### config.mk
export PLATFORM = sky130hd
export DESIGN_NAME = tdm_mux_8x1
export DESIGN_NICKNAME = d
export VERILOG_FILES = /design/src/rtl/tdm_mux_8x1.sv
export SDC_FILE = /design/constraint.sdc
export NUM_CORES = 1
export LEC_CHECK = 0
export BUFFER_PORTS_ARGS = -buffer_cell sky130_fd_sc_hd__buf_2
export CAP_MARGIN = 20
export CORE_UTILIZATION = 55
export DETAILED_ROUTE_END_ITERATION = 6
export GPL_ROUTABILITY_DRIVEN = 0
export PLACE_DENSITY_LB_ADDON = 0.05
export SKIP_LAST_GASP = 1
export SYNTH_ARGS = -nofsm -noshare
export SYNTH_HDL_FRONTEND = slang
export SYNTH_SLANG_ARGS = --single-unit
### constraint.sdc
create_clock -name clk -period 10.32 [get_ports clk]
set_clock_uncertainty 0.2 [all_clocks]
set_input_delay 1.032 -clock clk [delete_from_list [all_inputs] [get_ports clk]]
set_output_delay 1.032 -clock clk [all_outputs]
set_load 0.02 [all_outputs]
### src/rtl/tdm_mux_8x1.sv
// tdm_mux_8x1: round-robin 8-to-1 packet multiplexer.
// Merges eight valid/ready channels onto one output stream. Each output beat
// carries its source index (out_sel) so a downstream demux can steer it back.
// Beats of one packet (up to and including in_last) are never interleaved.
//
// Ports:
//   clk        rising-edge clock
//   rst_n      asynchronous active-low reset
//   in_valid   per-channel beat valid
//   in_data    channel i data at [i*DW +: DW]
//   in_last    per-channel last beat of packet
//   in_ready   per-channel beat accepted (at most one bit high)
//   out_valid  output beat valid
//   out_data   output beat data
//   out_sel    source channel of the output beat
//   out_last   output beat is last of its packet
//   out_ready  downstream accepts the output beat
//
// NCH is fixed at 8 because out_sel is 3 bits wide. No other value is supported.

module tdm_mux_8x1 #(
    parameter int unsigned DW  = 8,
    parameter int unsigned NCH = 8
) (
    input  logic              clk,
    input  logic              rst_n,
    input  logic [NCH-1:0]    in_valid,
    input  logic [NCH*DW-1:0] in_data,
    input  logic [NCH-1:0]    in_last,
    output logic [NCH-1:0]    in_ready,
    output logic              out_valid,
    output logic [DW-1:0]     out_data,
    output logic [2:0]        out_sel,
    output logic              out_last,
    input  logic              out_ready
);

    typedef enum logic {StArb, StLock} state_t;

    state_t     state;
    logic [2:0] ptr;
    logic [2:0] cur;

    logic       load_ok;
    logic       grant_found;
    logic [2:0] grant;
    logic [2:0] sel;
    logic       xfer;

    // The output register can take a beat when it is empty or draining now.
    assign load_ok = !out_valid || out_ready;

    // Round-robin scan starting at ptr; the first valid channel wins.
    always_comb begin
        logic [2:0] idx;
        grant_found = 1'b0;
        grant       = 3'd0;
        idx         = 3'd0;
        for (int k = 0; k < 8; k++) begin
            idx = ptr + 3'(k);
            if (!grant_found && in_valid[idx]) begin
                grant_found = 1'b1;
                grant       = idx;
            end
        end
    end

    assign sel = (state == StArb) ? grant : cur;

    always_comb begin
        in_ready = '0;
        if (state == StArb) begin
            if (grant_found && load_ok) begin
                in_ready[grant] = 1'b1;
            end
        end else begin
            in_ready[cur] = in_valid[cur] && load_ok;
        end
    end

    assign xfer = |in_ready;

    always_ff @(posedge clk or negedge rst_n) begin
        if (!rst_n) begin
            state     <= StArb;
            ptr       <= 3'd0;
            cur       <= 3'd0;
            out_valid <= 1'b0;
            out_data  <= '0;
            out_sel   <= 3'd0;
            out_last  <= 1'b0;
        end else begin
            // Output register: load replaces a draining beat in the same cycle.
            if (xfer) begin
                out_valid <= 1'b1;
                out_data  <= in_data[32'(sel) * DW +: DW];
                out_sel   <= sel;
                out_last  <= in_last[sel];
            end else if (out_ready) begin
                out_valid <= 1'b0;
            end

            unique case (state)
                StArb: begin
                    if (xfer) begin
                        cur <= grant;
                        if (in_last[grant]) begin
                            ptr <= grant + 3'd1;
                        end else begin
                            state <= StLock;
                        end
                    end
                end
                StLock: begin
                    if (xfer && in_last[cur]) begin
                        ptr   <= cur + 3'd1;
                        state <= StArb;
                    end
                end
                default: state <= StArb;
            endcase
        end
    end

endmodule

==> results of run 1 <==
critical path, cell delays in order (launching register included):
cell     delay, ps
dfrtp_1        840
inv_1          140
ha_1           580
mux4_2         420
mux2_2         310
or3_4          410
nor4b_4        320
a21oi_1        230
o21ai_1        510
nand2_1        220
o22ai_1        190
buf_2          190
kinds of logic after synthesis:
kind of cell               share of synthesized area [%]
and+or+nand+nor                                    17.07
AOI/OAI and AO/OA                                  22.30
muxes                                              34.82
buffers and inverters                              4.910
DFF                                                18.02
xor gates and xnor gates                           1.532
adders and majority gates                          1.351
routing by layer:
layer,vias up,part of all wire [%]
met5,-,0
met4,0,0.36
met3,6,4.8
met2,99,49
met1,1334,46
li1,1360,-
Yosys cell counts (2+ instances only):
cell type / instances / share of area (%)
and2_1: 11 / 2.5
o21a_1: 3 / 0.81
mux2_2: 9 / 3.6
xnor2_1: 2 / 0.63
a211o_1: 8 / 2.5
buf_6: 2 / 0.81
or2_2: 3 / 0.68
nand2_1: 19 / 2.6
ha_1: 3 / 1.4
nand3_1: 15 / 2.7
o21ai_1: 2 / 0.36
and3_1: 10 / 2.3
a21oi_1: 5 / 0.90
a311oi_1: 2 / 0.63
mux2_4: 2 / 1.1
mux2i_1: 52 / 19
nor2_1: 10 / 1.4
o2111a_1: 2 / 0.81
o211ai_1: 3 / 0.81
o32ai_1: 2 / 0.63
o21ai_0: 18 / 3.2
o221ai_1: 3 / 0.95
a211oi_1: 10 / 2.7
buf_2: 7 / 1.3
inv_1: 10 / 1.4
buf_4: 2 / 0.54
nand2b_1: 7 / 1.6
nor2b_1: 2 / 0.45
mux4_2: 14 / 11
o22ai_1: 6 / 1.4
dfrtp_1: 20 / 18
a21o_1: 4 / 1.1
a22oi_1: 4 / 1.1
clkbuf_1: 6 / 0.81
sequential cells by signal, indices dropped and copies added, names as in the netlist:
register   cells
ptr            3
cur            3
state          1
out_sel        3
out_data       8
out_valid      1
out_last       1
layout make-up:
class | instances | area [um2] | share of cell area [%]
multi-input cells | 252 | 2141 | 64.08
clock buffers | 4 | 55.05 | 1.648
inverters | 10 | 37.54 | 1.124
repair buffers | 104 | 523.0 | 15.66
well taps | 67 | 83.83 | 2.509
flip-flops and latches | 20 | 500.5 | 14.98
worst max-delay path by stage:
stage / from / slack (ps) / to
after CTS: ptr[0]$_DFFE_PN0P_ / 4460 / in_ready[1]
after global routing: ptr[0]$_DFFE_PN0P_ / 4050 / in_ready[5]
after detailed placement: ptr[0]$_DFFE_PN0P_ / 4750 / in_ready[1]
final: ptr[0]$_DFFE_PN0P_ / 4460 / in_ready[5]
after floorplan: ptr[0]$_DFFE_PN0P_ / 5210 / in_ready[3]
after global placement: ptr[0]$_DFFE_PN0P_ / 4820 / in_ready[1]
through the flow:
stage | cell area (um2) | hold slack, ps | worst slack, ps
floorplan | 2778 | 377.0 | 5211
global placement | 3286 | 256.7 | 4821
detailed placement | 3286 | 260.3 | 4753
CTS | 3341 | 287.2 | 4457
global route | 3341 | 325.3 | 4046
finish | 3341 | 283.2 | 4456
==> flow_summary_export.csv, run 1 <==
group,metric,value,unit
route,wl,7575,um
placement,place_inst,453,
logic_synthesis,seq_area_frac_synth,18.02,%
clocking,cts_root_buffer,"clkbuf_8",
timing,worstMarginPinSlew,964.7,ps
timing,finalHoldViolCount,0,
layout,utilization,69.80,%
global_routing,grt_usage,28.19,%
critical_path,rrSetupSlack,4710,ps
logic_synthesis,syn_area_per_cell,9.259,um2
critical_path,cp-end-kind,"primary output",
critical_path,critical_path_arrival,4630,ps
clocking,hold_buffers,0,
clocking,cts_made_buffers,3,
logic_synthesis,ys_ff_latch,20,
layout,syn2layout_area_growth,20.27,%
timing,min_period,5864,ps
layout,fin_cells,457,
clocking,cts_tree,"built",
floorplan,start_util,58.04,%
critical_path,worstSetupPathType,"reg -> out",
global_routing,grt_pass1_wl,11810,um
global_routing,grt_use_met1,42.07,%
timing,slew_viol_final,0,
route,route.detailed.drc,0,
logic_synthesis,ys_async_sr_fraction,100.0,%
critical_path,start_kind,"register",
run_status,status,"completed",
critical_path,r2r_start,"ptr[0]$_DFFE_PN0P_",
floorplan,dieWidth,73.07,um
timing,relSlewSlack,35.41,%
timing,max_freq,170.5,MHz
global_routing,grt_start_max_net_pins,27,
logic_synthesis,ys.flop_type,"dfrtp_1",
layout,drive_gt1_share,36.92,%
clocking,htreeDepth,1,
min_path,holdPathStages,1,
placement,portBuffers,103,
route,postRouteAntennaNets,0,
layout,final_common_cell,"buf_2",
layout,num_antenna_cells,0,
min_path,min_from,"out_last$_DFFE_PN0P_",
critical_path,worstPathMaxFanout,20,
layout,num-fill-cells,411,
critical_path,cp.required,9090,ps
clocking,cts_setup_buffers,0,
critical_path,r2r_end,"ptr[2]$_DFFE_PN0P_",
floorplan,core,4786,um2
logic_synthesis,yosysWarnings,0,
route,vias_per_cell,6.125,
floorplan,num_io_pins,104,
clocking,clk_latency,260,ps
route,wl_per_cell,16.58,um
run,max-cap-violations,0,
floorplan,die-area,5338,um2
floorplan,rows,25,
logic_synthesis,ys_types,56,
layout,mostFrequentLayoutCells,"buf_2 (103), mux2i_1 (52), dfrtp_1 (20)",
route,drt_iter0_drc,177,
min_path,min_to,"out_last$_DFFE_PN0P_",
route,num_vias,2799,
logic_synthesis,synth_nets,386,
global_routing,grt_use_met2,45.68,%
layout,num-nets-final,477,
clocking,cts_buffer_depth,2,
logic_synthesis,synth_edf_count,0,
critical_path,r2r_cells,13,
global_routing,globalRoute.busiestLayer,"met2",
global_routing,antenna_found_initial,0,
global_routing,grt_use_met3,1.796,%
timing,rsz0062_at_grt,"no",
global_routing,grt_pass1_vias,2417,
clocking,cts_resized,0,
logic_synthesis,syn_area,2778,um2
timing,finalCritPeriodShare,56.82,%
placement,dp_hpwl,5970,um
timing,setup_viol,0,
min_path,hold_class,"reg -> reg",
clocking,clk_pin_slew,70,ps
clocking,cts.sinks,20,
route,dr.pass1.iters,4,
timing,setup_tns,0,ps
floorplan,die_y,73.07,um
logic_synthesis,synth_cells,300,
global_routing,gr-total-overflow,0,
Power of run 1 is not shown: default switching activity piles up to over one toggle a cycle in this logic, so the estimate is an artifact.
==> inputs of run 2 (changes only) <==
ABC_AREA = 1   (was unset)
CORE_UTILIZATION = 46   (was 55)
clock period = 5.24 ns   (was 10.32 ns; I/O delays follow)
==> run 2 against run 1 <==
Core utilization fell by 11 points; cell count up 42%; routed wire length rose by 8.7%; count of clock-buffer cells in the layout fell by 1; area after synthesis hardly changed; worst hold slack lost 270 ps; global-route usage is 2.5 points lower; via count up 23%; flip-flop and latch count unchanged; non-clock buffer count up 1; sequential share of layout area is 0.073 points higher; die area grew 19%; critical path type is now reg -> reg; largest cell class unchanged.
==> flow_summary_export.csv, run 2 <==
group,metric,value,unit
logic_synthesis,synth_compound_area_share,4.734,%
timing,hold-worst-slack,8.437,ps
clocking,clk_latency,260,ps
layout,multi_input_area,2011,um2
clocking,hold_buffers,0,
floorplan,dieWidth,79.67,um
logic_synthesis,synth_nets,574,
timing,setup_viol,0,
floorplan,core,5675,um2
logic_synthesis,synthSimpleGateAreaFrac,64.25,%
route,vias_per_cell,5.286,
global_routing,grt_usage,25.64,%
timing,finalCritPeriodShare,76.52,%
logic_synthesis,synth_fa_ha_area_share,1.353,%
timing,setup_tns,0,ps
layout,syn2layout_area_growth,19.79,%
logic_synthesis,synth_top_family_by_area,"simple AND/OR/NAND/NOR gates",
timing,finalHoldViolCount,0,
placement,dpl_worst_slack,1306,ps
clocking,htreeDepth,1,
route,num_vias,3441,
layout,num-fill-cells,612,
global_routing,gr-total-overflow,0,
critical_path,worstSetupPathType,"reg -> reg",
logic_synthesis,ys_top_cells_by_area,"nand2_1 (27%), dfrtp_1 (18%), nand3_1 (18%), nor2_1 (5.4%), inv_1 (4.1%)",
global_routing,grt_pass1_vias,2766,
route,wl_per_cell,12.65,um
critical_path,worstPathMaxFanout,12,
global_routing,grt_start_max_net_pins,37,
floorplan,num_io_pins,104,
timing,relSlewSlack,43.55,%
clocking,cts_made_buffers,3,
timing,slew_viol_final,0,
logic_synthesis,ys_ff_latch,20,
layout,top_register,"out_data",
route,route.detailed.drc,0,
global_routing,grt_use_met3,3.086,%
global_routing,antenna_found_initial,0,
critical_path,cp-end-kind,"register",
placement,portBuffers,103,
layout,largest_reg_flops,8,
route,postRouteAntennaNets,0,
route,dr.pass1.iters,5,
clocking,cts_root_buffer,"clkbuf_8",
global_routing,globalRoute.busiestLayer,"met2",
layout,register_area,500.5,um2
clocking,cts_tree,"built",
critical_path,startpoint,"ptr[0]$_DFFE_PN0P_",
logic_synthesis,ys_top_cells_by_count,"nand2_1 (200), nand3_1 (100), nor2_1 (40), inv_1 (30), dfrtp_1 (20)",
floorplan,start_util,48.90,%
logic_synthesis,synth_cells,488,
logic_synthesis,seq_area_frac_synth,18.03,%
clocking,cts_buffer_depth,2,
layout,utilization,58.58,%
logic_synthesis,ys_types,35,
timing,rsz0062_at_grt,"no",
critical_path,cp_common_cell,"nand2_1",
clocking,cts_resized,0,
placement,dp_hpwl,6698,um
critical_path,cp.required,5240,ps
global_routing,grt_use_met1,38.27,%
clocking,clk_pin_slew,70,ps
layout,final_common_cell,"nand2_1",
logic_synthesis,synth.most_common_cell,"nand2_1",
run,max-cap-violations,0,
min_path,hold_class,"in -> async",
timing,max_freq,249.4,MHz
floorplan,die-area,6347,um2
logic_synthesis,syn_area_per_cell,5.687,um2
logic_synthesis,ys.flop_type,"dfrtp_1",
route,drt_iter0_drc,251,
layout,mostFrequentLayoutCells,"nand2_1 (200), buf_2 (103), nand3_1 (100)",
clocking,cts.sinks,20,
logic_synthesis,ys_async_sr_fraction,100.0,%
logic_synthesis,yosysTopAreaCell,"nand2_1",
critical_path,critical_path_arrival,4010,ps
critical_path,start_kind,"register",
floorplan,rows,27,
global_routing,grt_use_met2,38.72,%
logic_synthesis,synth_mux_area_share,0,%
global_routing,grt_pass1_wl,12950,um
route,wl,8233,um
layout,num_antenna_cells,0,
timing,fin_ws,1231,ps
critical_path,r2r_start,"ptr[0]$_DFFE_PN0P_",
run_status,status,"completed",
logic_synthesis,syn_area,2775,um2
logic_synthesis,synth_top_area_share,27.05,%
layout,drive_gt1_share,26.25,%
critical_path,cp_slowest_cell,"dfrtp_1",
layout,num-nets-final,667,
clocking,cts_setup_buffers,0,
logic_synthesis,yosysWarnings,0,
timing,min_period,4009,ps
logic_synthesis,synth_xor_area_share,2.119,%
floorplan,die_y,79.67,um
critical_path,slowest_delay,590,ps
logic_synthesis,synth_edf_count,0,
timing,worstMarginPinSlew,841.1,ps
critical_path,worstPathCellList,"inv_2 > ha_1 > inv_2 > nand3_1 > nand3_1 > nand2_4 > nor2_4 > nand3_1 > nand2_1 > nand3_1 > nor2_2 > nand2_1 > nor2_4 > nand2_1 > o21ai_1 > inv_2 > nand3_1 > nand2_1 > nand2_1 > nand2_1 > nand2_1",
[run 2: changes by cell type after synthesis, moves of 10 or more]
| cell | previous run | this run |
|---|---|---|
| a211oi_1 | 10 | 0 |
| nor2_1 | 10 | 40 |
| and3_1 | 10 | 0 |
| mux4_2 | 14 | 0 |
| inv_1 | 10 | 30 |
| nand2_1 | 19 | 200 |
| and2_1 | 11 | 1 |
| nand3_1 | 15 | 100 |
| nand3_2 | 0 | 11 |
| o21ai_0 | 18 | 6 |
| mux2i_1 | 52 | 0 |
[run 2: cells by family (layout without fill, tap and decap cells)]
group	Yosys count	count (layout)
buffers and inverters	56	147
AND/OR/NAND/NOR	382	382
AO/OA/AOI/OAI	22	22
adder cells (fa/ha/maj)	3	3
XOR/XNOR	5	5
flip-flops	20	20
[run 2: area by class of cell]
class                           instances  area share, %
Clock buffer                            3          1.242
Timing Repair Buffer                  105          15.96
Tap cell                               72          2.710
Sequential cell                        20          15.05
Multi-Input combinational cell        412          60.48
Inverter                               39          4.554
[run 2: metal layers]
| layer | routed length [um] | vias up |
|---|---|---|
| met5 | 0 | - |
| met4 | 113 | 0 |
| met3 | 497 | 14 |
| met2 | 3823 | 137 |
| met1 | 3799 | 1529 |
| li1 | - | 1761 |
[run 2: path summary, 6_finish.rpt]
| check | end | slack (ps) | cells past startpoint |
|---|---|---|---|
| setup / recovery | ptr[2]$_DFFE_PN0P_ | 1230 | 21 |
| hold / removal | out_last$_DFFE_PN0P_ | 8 | 1 |
| setup reg to reg | ptr[2]$_DFFE_PN0P_ | 1230 | 21 |
| hold reg to reg | out_sel[1]$_DFFE_PN0P_ | 270 | 2 |
| max in group asynchronous | out_data[2]$_DFFE_PN0P_ | 4520 | 1 |
| min in group clk | out_valid$_DFFE_PN0P_ | 260 | 2 |
[run 2: critical path, delay by kind of cell (launching register included)]
kind / cells / cell delay (ps)
buffers and inverters: 3 / 560
AOI/OAI and AO/OA: 1 / 450
DFF: 1 / 590
and+or+nand+nor: 16 / 1710
adders and majority gates: 1 / 430
[run 2: metrics by stage]
| stage | cell area [um2] | std cells |
|---|---|---|
| 2_1_floorplan | 2775 | 488 |
| 5_1_grt | 3324 | 651 |
| 3_5_place_dp | 3283 | 648 |
| 3_3_place_gp | 3283 | 648 |
| 6_report | 3324 | 651 |
| 4_1_cts | 3324 | 651 |
Power of run 2 is left out for the same reason.
==> inputs of run 3 (changes only) <==
ABC_AREA = 0   (was 1)
clock period = 3.35 ns   (was 5.24 ns; I/O delays follow)
==> run 3 against run 2 <==
The run now ends with negative setup slack left; via count is 5.5% lower; register-to-register slack worse by 1800 ps; worst hold slack better by 260 ps; sequential share of layout area is 3.8 points lower; core utilization is 20 points higher; first-iteration DRC count is 25% lower; flip-flop and latch count stayed put; global-route usage is 5.0 points higher; cell count is 17% lower; routed wire length is 18% higher; worst setup slack worse by 1800 ps; critical endpoint is now in_ready[7]; largest cell class unchanged.
==> flow_summary_export.csv, run 3 (synthesis results as in run 1) <==
group,metric,value,unit
critical_path,cp-end-kind,"primary output",
layout,syn2layout_area_growth,60.23,%
clocking,cts_buffer_depth,2,
route,route.detailed.drc,0,
route,drt_iter0_drc,187,
timing,min_period,3888,ps
critical_path,slowest_delay,570,ps
critical_path,startpoint,"ptr[0]$_DFFE_PN0P_",
clocking,clk_latency,270,ps
timing,setup_viol,23,
layout,mostFrequentLayoutCells,"buf_2 (96), buf_4 (68), mux2i_1 (46)",
timing,max_freq,257.2,MHz
critical_path,critical_path_arrival,3350,ps
floorplan,die-area,6353,um2
clocking,clk_pin_slew,90,ps
timing,worstMarginPinSlew,827.2,ps
critical_path,cp_slowest_cell,"mux4_2",
floorplan,num_io_pins,104,
layout,top_register,"out_data",
route,postRouteAntennaNets,0,
global_routing,grt_start_max_net_pins,21,
timing,slew_viol_final,0,
clocking,htreeDepth,1,
critical_path,worstPathMaxFanout,15,
route,wl,9729,um
critical_path,path_buf_inv,5,
critical_path,path_delay_family,"buffers and inverters",
global_routing,grt_pass1_wl,15100,um
layout,largest_reg_flops,8,
global_routing,antenna_found_initial,0,
floorplan,die_y,79.71,um
timing,finalCritPeriodShare,116.1,%
timing,finalHoldViolCount,0,
route,num_vias,3252,
layout,num_antenna_cells,0,
placement,dp_hpwl,7124,um
global_routing,grt_usage,30.68,%
layout,drive_gt1_share,57.54,%
timing,hold-worst-slack,270.9,ps
placement,portBuffers,103,
run_status,status,"finished with violations",
floorplan,start_util,48.94,%
global_routing,grt_pass1_vias,3161,
route,vias_per_cell,5.989,
min_path,min_from,"in_data[41]",
global_routing,gr-total-overflow,0,
clocking,cts_made_buffers,3,
timing,fin_ws,-538.4,ps
clocking,cts_root_buffer,"clkbuf_8",
critical_path,r2r_start,"ptr[0]$_DFFE_PN0P_",
critical_path,cp_common_cell,"buf_4",
critical_path,worstSetupPathType,"reg -> out",
critical_path,start_kind,"register",
floorplan,core,5675,um2
run,max-cap-violations,0,
floorplan,dieWidth,79.71,um
timing,rsz0062_at_grt,"yes",
critical_path,worstPathCellList,"buf_6 > mux4_2 > buf_4 > mux2_2 > buf_4 > nor2_1 > a22oi_1 > a21oi_1 > a221oi_2 > buf_4 > or2_4 > o22ai_2 > buf_6",
clocking,cts.sinks,20,
layout,num-nets-final,558,
critical_path,cp.required,2810,ps
min_path,hold_class,"in -> reg",
floorplan,rows,27,
layout,final_common_cell,"buf_2",
run_status,violations,"negative setup slack",
route,wl_per_cell,17.92,um
timing,relSlewSlack,44.85,%
route,dr.pass1.iters,4,
clocking,cts_tree,"built",
run 3: timing repair:
| action | CTS | global route |
|---|---|---|
| buffers inserted | 9 | 6 |
| hold buffers | 1 | 0 |
| gates cloned | 2 | 0 |
| hold endpoints to repair | 20 | 0 |
| gates resized for setup | 52 | 29 |
| pin swaps | 20 | 8 |
| setup endpoints to repair | 25 | 24 |
run 3: final timing paths:
kind	to	slack (ps)	cells past startpoint
hold / removal	out_data[1]$_DFFE_PN0P_	270	4
max in group asynchronous	ptr[0]$_DFFE_PN0P_	2250	2
min in group asynchronous	out_last$_DFFE_PN0P_	340	2
setup / recovery	in_ready[7]	-540	13
setup reg to reg	ptr[2]$_DFFE_PN0P_	-520	13
hold reg to reg	out_last$_DFFE_PN0P_	290	1
run 3: final cells by class:
cell class,count,area [um2]
inverters,10,40.04
well taps,72,90.09
multi-input cells,254,2517
flip-flops and latches,20,501.7
fillers,409,1225
clock buffers,3,41.29
repair buffers,183,1230
clock inverters,1,30.03
run 3: worst register-to-register path: stages, from the launching register on:
cell      delay, ps
dfrtp_2         430
inv_4            50
ha_4            290
mux4_2          300
mux2_4          290
or3_4           380
nor4b_4         240
buf_4           170
a21oi_2          60
o211ai_1        330
nand3_1         120
and3_4          220
o32ai_4         350
mux2_4          330
run 3: metal layers:
layer | part of all wire [%] | GRT usage, % | up-vias
li1 | - | - | 1518
met1 | 43 | 40.23 | 1583
met2 | 50 | 51.79 | 133
met3 | 4.7 | 4.457 | 18
met4 | 2.0 | 9.091 | 0
met5 | 0 | 0 | -
run 3: per-stage QoR:
stage	setup TNS, ps	cells	instance area, um2	worst slack (ps)	utilization (%)
floorplan	-15470	300	2890	-870.2	-
global placement	-9463	523	3904	-577.3	68.78
detailed placement	-10750	523	3904	-600.7	68.78
CTS	-9128	538	4272	-477.5	75.26
global route	-13660	543	4451	-676.8	78.42
finish	-10010	543	4451	-538.4	78.42
Power of run 3 is left out for the same reason.
